===== config.mk =====
export PLATFORM = sky130hd
export DESIGN_NAME = imem_loader_flat
export DESIGN_NICKNAME = d
export VERILOG_FILES = /design/src/rtl/imem_loader_if.sv /design/src/rtl/imem_loader.sv /design/src/flat_wrapper.sv
export SDC_FILE = /design/constraint.sdc
export NUM_CORES = 1
export LEC_CHECK = 0
export CORE_ASPECT_RATIO = 1.25
export CORE_MARGIN = 4
export CORE_UTILIZATION = 49
export DETAILED_ROUTE_END_ITERATION = 12
export PLACE_DENSITY = 0.87
export SETUP_SLACK_MARGIN = 0.4
export SYNTH_ARGS = -nofsm -noshare
export SYNTH_HDL_FRONTEND = slang
export SYNTH_SLANG_ARGS = --single-unit

===== constraint.sdc =====
create_clock -name clk -period 2.2 [get_ports clk]
set_input_delay 0.33 -clock clk [delete_from_list [all_inputs] [get_ports clk]]
set_output_delay 0.33 -clock clk [all_outputs]
set_load 0.01 [all_outputs]

===== src/rtl/imem_loader_if.sv =====
// Byte-stream input and instruction-memory write port of the loader.
// master: stream source / memory side; slave: the loader itself.
interface imem_loader_if #(
    parameter int unsigned ADDR_WIDTH = 8
) ();
    logic                  in_valid;
    logic [7:0]            in_data;
    logic                  in_ready;
    logic                  mem_we;
    logic [ADDR_WIDTH-1:0] mem_addr;
    logic [31:0]           mem_wdata;

    modport master (
        output in_valid, in_data,
        input  in_ready, mem_we, mem_addr, mem_wdata
    );

    modport slave (
        input  in_valid, in_data,
        output in_ready, mem_we, mem_addr, mem_wdata
    );
endinterface


===== src/rtl/imem_loader.sv =====
// Instruction memory loader: parses a framed byte stream (16-bit word count,
// little-endian payload words, XOR checksum), writes each word to instruction
// memory and keeps the core in reset until a load finishes with a good checksum.
module imem_loader #(
    parameter int unsigned ADDR_WIDTH = 8
) (
    input  logic                clk,
    input  logic                rst,
    input  logic                start,
    imem_loader_if.slave        bus,
    output logic                cpu_hold,
    output logic                busy,
    output logic                done,
    output logic                error,
    output logic [ADDR_WIDTH:0] words_written
);

    localparam int unsigned Capacity = 1 << ADDR_WIDTH;

    typedef enum logic [2:0] {
        StIdle,
        StHdr0,
        StHdr1,
        StData,
        StCsum,
        StDone,
        StErr
    } state_e;

    state_e                state_q, state_d;
    logic [15:0]           cnt_q, cnt_d;
    logic [1:0]            byte_cnt_q, byte_cnt_d;
    logic [31:0]           word_q, word_d;
    logic [7:0]            csum_q, csum_d;
    logic [ADDR_WIDTH:0]   ww_q, ww_d;
    logic                  mem_we_q, mem_we_d;
    logic [ADDR_WIDTH-1:0] mem_addr_q, mem_addr_d;
    logic [31:0]           mem_wdata_q, mem_wdata_d;

    logic                  accept;
    logic [15:0]           hdr_cnt;

    // State and datapath registers.
    always_ff @(posedge clk) begin
        if (rst) begin
            state_q     <= StIdle;
            cnt_q       <= '0;
            byte_cnt_q  <= '0;
            word_q      <= '0;
            csum_q      <= '0;
            ww_q        <= '0;
            mem_we_q    <= 1'b0;
            mem_addr_q  <= '0;
            mem_wdata_q <= '0;
        end else begin
            state_q     <= state_d;
            cnt_q       <= cnt_d;
            byte_cnt_q  <= byte_cnt_d;
            word_q      <= word_d;
            csum_q      <= csum_d;
            ww_q        <= ww_d;
            mem_we_q    <= mem_we_d;
            mem_addr_q  <= mem_addr_d;
            mem_wdata_q <= mem_wdata_d;
        end
    end

    // Status outputs decoded from the current state.
    always_comb begin
        bus.in_ready = 1'b0;
        busy         = 1'b0;
        done         = 1'b0;
        error        = 1'b0;
        cpu_hold     = 1'b1;
        unique case (state_q)
            StHdr0, StHdr1, StData, StCsum: begin
                bus.in_ready = 1'b1;
                busy         = 1'b1;
            end
            StDone: begin
                done     = 1'b1;
                cpu_hold = 1'b0;
            end
            StErr:   error = 1'b1;
            default: ;
        endcase
    end

    assign accept        = bus.in_valid && bus.in_ready;
    assign hdr_cnt       = {bus.in_data, cnt_q[7:0]};
    assign bus.mem_we    = mem_we_q;
    assign bus.mem_addr  = mem_addr_q;
    assign bus.mem_wdata = mem_wdata_q;
    assign words_written = ww_q;

    // Frame parser: next state, byte/word assembly, checksum and write pulse.
    always_comb begin
        state_d     = state_q;
        cnt_d       = cnt_q;
        byte_cnt_d  = byte_cnt_q;
        word_d      = word_q;
        csum_d      = csum_q;
        ww_d        = ww_q;
        mem_we_d    = 1'b0;
        mem_addr_d  = mem_addr_q;
        mem_wdata_d = mem_wdata_q;

        unique case (state_q)
            StIdle, StDone, StErr: begin
                if (start) begin
                    state_d    = StHdr0;
                    cnt_d      = '0;
                    byte_cnt_d = '0;
                    word_d     = '0;
                    csum_d     = '0;
                    ww_d       = '0;
                end
            end
            StHdr0: begin
                if (accept) begin
                    cnt_d[7:0] = bus.in_data;
                    csum_d     = csum_q ^ bus.in_data;
                    state_d    = StHdr1;
                end
            end
            StHdr1: begin
                if (accept) begin
                    cnt_d[15:8] = bus.in_data;
                    csum_d      = csum_q ^ bus.in_data;
                    if (32'(hdr_cnt) > Capacity) begin
                        state_d = StErr;
                    end else if (hdr_cnt == 16'd0) begin
                        state_d = StCsum;
                    end else begin
                        state_d = StData;
                    end
                end
            end
            StData: begin
                if (accept) begin
                    csum_d     = csum_q ^ bus.in_data;
                    byte_cnt_d = byte_cnt_q + 2'd1;
                    if (byte_cnt_q == 2'd3) begin
                        // Fourth byte completes the word; the write lands next cycle.
                        mem_we_d    = 1'b1;
                        mem_addr_d  = ww_q[ADDR_WIDTH-1:0];
                        mem_wdata_d = {bus.in_data, word_q[23:0]};
                        word_d      = '0;
                        ww_d        = ww_q + 1'b1;
                        if (32'(ww_q) + 32'd1 == 32'(cnt_q)) begin
                            state_d = StCsum;
                        end
                    end else begin
                        word_d = word_q | (32'(bus.in_data) << {byte_cnt_q, 3'b000});
                    end
                end
            end
            StCsum: begin
                if (accept) begin
                    state_d = (bus.in_data == csum_q) ? StDone : StErr;
                end
            end
            default: state_d = StIdle;
        endcase
    end

endmodule

===== src/flat_wrapper.sv =====
// flat-port wrapper written by rule: the top's interface ports become plain ports
module imem_loader_flat 
#(
    parameter int unsigned ADDR_WIDTH = 8
)
  (clk, rst, start, cpu_hold, busy, done, error, words_written, bus_in_valid, bus_in_data, bus_in_ready, bus_mem_we, bus_mem_addr, bus_mem_wdata);
  imem_loader_if #(.ADDR_WIDTH(ADDR_WIDTH)) bus_i ();
  input  logic clk;
  input  logic rst;
  input  logic start;
  output logic cpu_hold;
  output logic busy;
  output logic done;
  output logic error;
  output logic [ADDR_WIDTH:0] words_written;
  input wire logic [$bits(bus_i.in_valid)-1:0] bus_in_valid;
  input wire logic [$bits(bus_i.in_data)-1:0] bus_in_data;
  output wire logic [$bits(bus_i.in_ready)-1:0] bus_in_ready;
  output wire logic [$bits(bus_i.mem_we)-1:0] bus_mem_we;
  output wire logic [$bits(bus_i.mem_addr)-1:0] bus_mem_addr;
  output wire logic [$bits(bus_i.mem_wdata)-1:0] bus_mem_wdata;
  assign bus_i.in_valid = bus_in_valid;
  assign bus_i.in_data = bus_in_data;
  assign bus_in_ready = bus_i.in_ready;
  assign bus_mem_we = bus_i.mem_we;
  assign bus_mem_addr = bus_i.mem_addr;
  assign bus_mem_wdata = bus_i.mem_wdata;
  imem_loader #(.ADDR_WIDTH(ADDR_WIDTH)) u_core (.clk(clk), .rst(rst), .start(start), .bus(bus_i), .cpu_hold(cpu_hold), .busy(busy), .done(done), .error(error), .words_written(words_written));
endmodule

# Word-level counts from Yosys, hierarchy flattened
# Cells that the tools add are included.
[classes] eq_ne=17 order_cmp=1 shift=1 bitwise_logic=4 addsub=3 reduce_logical=18 muxes=34
[ops] cell="$mux 32" n=3
[ops] cell="$pmux 32 s2" n=1
[ops] cell="$pmux 8 s2" n=3
[ops] cell="$eq 32x16->1" n=1
[ops] cell="$or 32x32->32" n=1
[ops] cell="$shl 8x5->32" n=1
[ops] cell="$mux 3" n=9
[ops] cell="$mux 9" n=3
[ops] cell="$mux 8" n=3
[ops] cell="$pmux 9 s2" n=1
[ops] cell="$gt 16x9->1 const B" n=1
[ops] cell="$logic_not 16->1" n=1
[ops] cell="$mux 16" n=1
[ops] cell="$pmux 3 s5" n=1
[ops] cell="$reduce_and 3->1" n=5
[ops] cell="$ne 2x1->1 const B" n=7
[ops] cell="$add 9x1->10 const B" n=1
[ops] cell="$add 9x1->9 const B" n=1
[ops] cell="$eq 3x3->1 const B" n=3
[ops] cell="$reduce_or 3->1" n=3
[ops] cell="$eq 8x8->1" n=1
[ops] cell="$reduce_bool 2->1" n=4
[ops] cell="$xor 8x8->8" n=1
[ops] cell="$reduce_and 7->1" n=1
[ops] cell="13 further kinds" n=21
[totals] elab_cells=88 register_bits=111 out_inout_bits=55

# Logic depth before layout (Yosys ltp)
[logic_depth] depth_word=6 mapped_depth=8 ltp_nobuf=7

# Least setup slack after synthesis
# Ideal clock, no wire load.
[synth_timing] path_type="register to register" from="register u_core.ww_q[0] (netlist: u_core.words_written[0])" to="register u_core.state_q[1]" required_time_ps=2079 setup_slack_ps=26 path_stages_with_launch=9 path_buffers=1 t_arrival_ps=2053 period_less_slack_ps=2174 setup_time_ps=121 cell_sequence="dfxtp_1 > ha_1 > buf_2 > nand3_1 > or3_1 > and4b_1 > o2111ai_1 > a31o_2 > mux2_4"
[synth_via] elab_chain_cells=4
[synth_rtl] element="start: declaration" line_no="imem_loader.sv:35" source="logic [ADDR_WIDTH:0] ww_q, ww_d;"
[synth_rtl] element="start signal: assignment" line_no="imem_loader.sv:61" source="ww_q <= ww_d;"
[synth_rtl] element="$add 9x1->10" line_no="imem_loader.sv:150" source="if (32'(ww_q) + 32'd1 == 32'(cnt_q)) begin"
[synth_rtl] element="$eq 32x16->1" line_no="imem_loader.sv:150"
[synth_rtl] element="$ne 2x1->1 (no line)"
[synth_rtl] element="$reduce_and 7->1 (no line)"
[synth_rtl] element="end signal: assignment" line_no="imem_loader.sv:46" source="state_q <= StIdle;"
[synth_rtl] element="end signal: assignment" line_no="imem_loader.sv:56" source="state_q <= state_d;"
[synth_rtl] element="end: declaration" line_no="imem_loader.sv:30" source="state_e state_q, state_d;"
# No other way between the ends.
# A chain may end at the register's enable or synchronous reset.

# Worst setup path in the final report
[layout_timing] from="register u_core.ww_q[1] (netlist: u_core.words_written[1])" to="register u_core.state_q[1]"
# The elaborated chain is that of the path after synthesis.

==> out/metrics.yaml <==
clock_tree:
  htree_levels: 3
  numCtsBuffers: 9
  cts_tree: "built"
  cts.sinks: 103
  ctsHoldBuffers: 0
  worst_skew_pair.late_latency_ns: 0.35
  clockBufferDepth: 2
  clk_pin_slew_ns: 0.07
  root_buffer: "clkbuf_16"
setup_path:
  rr_startpoint: "u_core.words_written[1]"
  reg2regPathDepth: 7
  critPathArrivalTime_ns: 2.25
  reg2reg_slack_ns: 0.20
  regToRegEndpoint: "u_core.state_q[1]"
  crit_fanout: 6
  worstPathRequired_ns: 2.44
  cp_top_family: "compound AO/OA/AOI/OAI gates"
  start_kind: "register"
  path_class: "reg -> reg"
  cpMaxStageDelayCell: "dfxtp_4"
  slowest_delay_ns: 0.38
  crit_chain: "ha_4, xnor2_2, nand4_1, a21oi_2, o2111ai_4, a31o_4, mux2_4"
  end_kind: "register"
  critPathBufInv: 0
global_route:
  antenna_found_initial: 0
  first_global_vias: 4570
  grt_usage: 0.254
  grt-ovfl-total: 0
  grt_max_degree: 47
  grt_pass1_wl_um: 21900
timing:
  finalClockSkew_ns: 0.00692
  report.final.slew_viol_count: 0
  post-route-period-util: 0.909
  tightest_slew_ns: 0.492
  timing.final.crit_period_ns: 2.00
  timing_hold_violations_final: 0
  rsz0062_at_grt: "true"
  hold_slack_ns: 0.394
  max_freq_mhz: 500
  finalSetupViolations: 0
  fin_setup_tns_ns: 0
  slew_headroom: 0.672
  final.setup.worst_slack_ns: 0.199
floorplan:
  start_util: 0.500
  dieArea_sq_um: 10900
  fp-row-count: 39
  core_region_area_sq_um: 9130
  die_h_um: 116
  io-pin-count: 67
  die_w_um: 94.3
yosys:
  synth_edf_count: 0
  synth_top_area_frac: 0.452
  ys.flop_type: "dfxtp_1"
  yosysTopAreaCell: "dfxtp_1"
  synth-seq-cells: 103
  netlist_top_cells_area: "dfxtp_1, a21oi_1, nand2_1"
  synth_warnings: 0
  yosysSeqAreaShare: 0.452
  synthesis.nets: 591
  async_flop_share: 0
  avgSynthCellArea_sq_um: 7.91
  synth.distinct_cells: 55
  syn_area_sq_um: 4570
  syn_inst: 577
final_layout:
  layout-drive-gt1-share: 0.220
  multi_input_area_sq_um: 2530
  regArea_sq_um: 2100
  fin_util: 0.701
  diodes: 0
  fillCellCount: 650
  syn_to_final_growth_pct: 40.1
  layout.nets: 699
detailed_routing:
  via_per_inst: 5.84
  wl_per_cell_um: 17.6
  drc_errors: 0
  dr.first_iter.drc_count: 377
  antenna_left: 0
  vias: 4747
  wl_um: 14300
  first_pass_iters: 6
outcome:
  status: "finished clean"
flow_run:
  maxCapViolCount: 0
worst_hold_path:
  hold_class: "in -> reg"
  whs_endpoint: "u_core.words_written[4]"
  whs_path_depth: 3
  min_from: "rst"
pwr:
  power_density_nw_per_um2: 898
  p_leak_nw: 2.30
  ir_drop_mv: 0.526
placed_design:
  io_buffer_count: 66
  gp_congestion: 0.964
  dp_hpwl_um: 8840
  dp_slack_ns: -0.0571
[flip-flops by register name, indices dropped and copies added (netlist names)]
signal and flops:
u_core.bus.mem_we 1, u_core.csum_q 8, u_core.word_q 24, u_core.cnt_q 16, u_core.bus.mem_addr 8, u_core.bus.mem_wdata 32, u_core.words_written 9, u_core.byte_cnt_q 2
u_core.state_q 3
[power by group]
| group | internal (mW) | total [mW] | switching, mW |
|---|---|---|---|
| registers | 1.98 | 2.11 | 0.137 |
| logic | 0.867 | 1.97 | 1.11 |
| clock network | 0.949 | 1.66 | 0.708 |
| total | 3.79 | 5.74 | 1.95 |
[cells by family (layout without fill, tap and decap cells)]
| kind of cell | Yosys count | count (layout) | share of synthesized area |
|---|---|---|---|
| mux | 13 | 13 | 0.0301 |
| simple gates | 248 | 249 | 0.252 |
| compound gates | 148 | 148 | 0.190 |
| fa+ha+maj | 2 | 2 | 0.00548 |
| xor+xnor | 11 | 11 | 0.0211 |
| buf+inv | 52 | 164 | 0.0501 |
| flops | 103 | 103 | 0.452 |
[final cells by class]
type	count	area share
multi-input cells	423	0.396
flip-flops and latches	103	0.329
repair buffers	138	0.197
clock buffers	12	0.0401
well taps	123	0.0241
clock inverters	4	0.00821
inverters	10	0.00587
[worst max-delay path by stage]
stage	cells after the start	slack [ns]	endpoint	from
2_1_floorplan	8	0.31	u_core.state_q[1]	u_core.words_written[1]
3_3_place_gp	7	0.005	u_core.state_q[1]	bus_in_data[2]
3_5_place_dp	8	-0.06	u_core.word_q[12]	start
4_1_cts	8	0.26	u_core.state_q[0]	u_core.words_written[0]
5_1_grt	8	0.08	u_core.state_q[0]	u_core.words_written[1]
6_report	7	0.20	u_core.state_q[1]	u_core.words_written[1]
[layout by cell type, fill, tap and decap left out, drive strengths merged, types with 2 or more instances in the layout]
master / Yosys / routed
nand2: 101 / 101
clkdlybuf4s15: 0 / 2
nor3: 9 / 9
nand2b: 4 / 4
nor2: 65 / 65
nor3b: 5 / 5
o31ai: 2 / 2
a2111oi: 3 / 3
ha: 2 / 2
o221ai: 6 / 6
o41ai: 3 / 3
clkdlybuf4s50: 0 / 58
mux2i: 10 / 10
buf: 16 / 73
o21ai: 26 / 26
and2: 6 / 6
clkbuf: 26 / 14
mux2: 3 / 3
or3: 4 / 4
o22ai: 3 / 3
a21o: 2 / 2
xnor2: 7 / 7
nand3: 14 / 15
a21oi: 90 / 90
inv: 10 / 11
clkinv: 0 / 2
xor2: 4 / 4
nand4: 5 / 5
a2bb2oi: 2 / 2
dlygate4sd2: 0 / 2
or2: 3 / 3
dfxtp: 103 / 103
nor4: 8 / 8
nor2b: 18 / 18
[routing by layer]
layer	share of wire	wire, um	track usage	up-vias
li1	-	-	-	2203
met1	0.38	5450	0.292	2233
met2	0.50	7210	0.437	235
met3	0.058	834	0.0403	76
met4	0.058	831	0.161	0
met5	0	0	0	-
[per-stage QoR]
step | cells | total power [mW] | cell area [sq um]
6_report | 813 | 5.74 | 6400
5_1_grt | 813 | 5.95 | 6400
4_1_cts | 805 | 5.49 | 6230
3_5_place_dp | 768 | 3.70 | 5600
3_3_place_gp | 768 | 3.66 | 5600
2_1_floorplan | 577 | 3.15 | 4660
[worst min-delay path: stages]
cell and delay, ns:
buf_2 0.10, or3_4 0.19, o31ai_1 0.09
[Yosys cell counts (7+ instances only)]
master    number
dfxtp_1      103
nand2_1      101
a21oi_1       90
nor2_1        65
clkbuf_1      26
o21ai_0       25
nor2b_1       18
nand3_1       14
inv_1         10
mux2i_1       10
buf_2          9
nor3_1         8
nor4_1         8
xnor2_1        7
[timing repair]
item | 4_1_cts | 5_1_grt
gates resized for setup | 45 | 31
endpoints found under the setup margin | 74 | 104
gates cloned | 1 | 0
setup buffers | 20 | 8
pin swaps | 10 | 9
No activity file was read; power rests on OpenSTA's default activity.
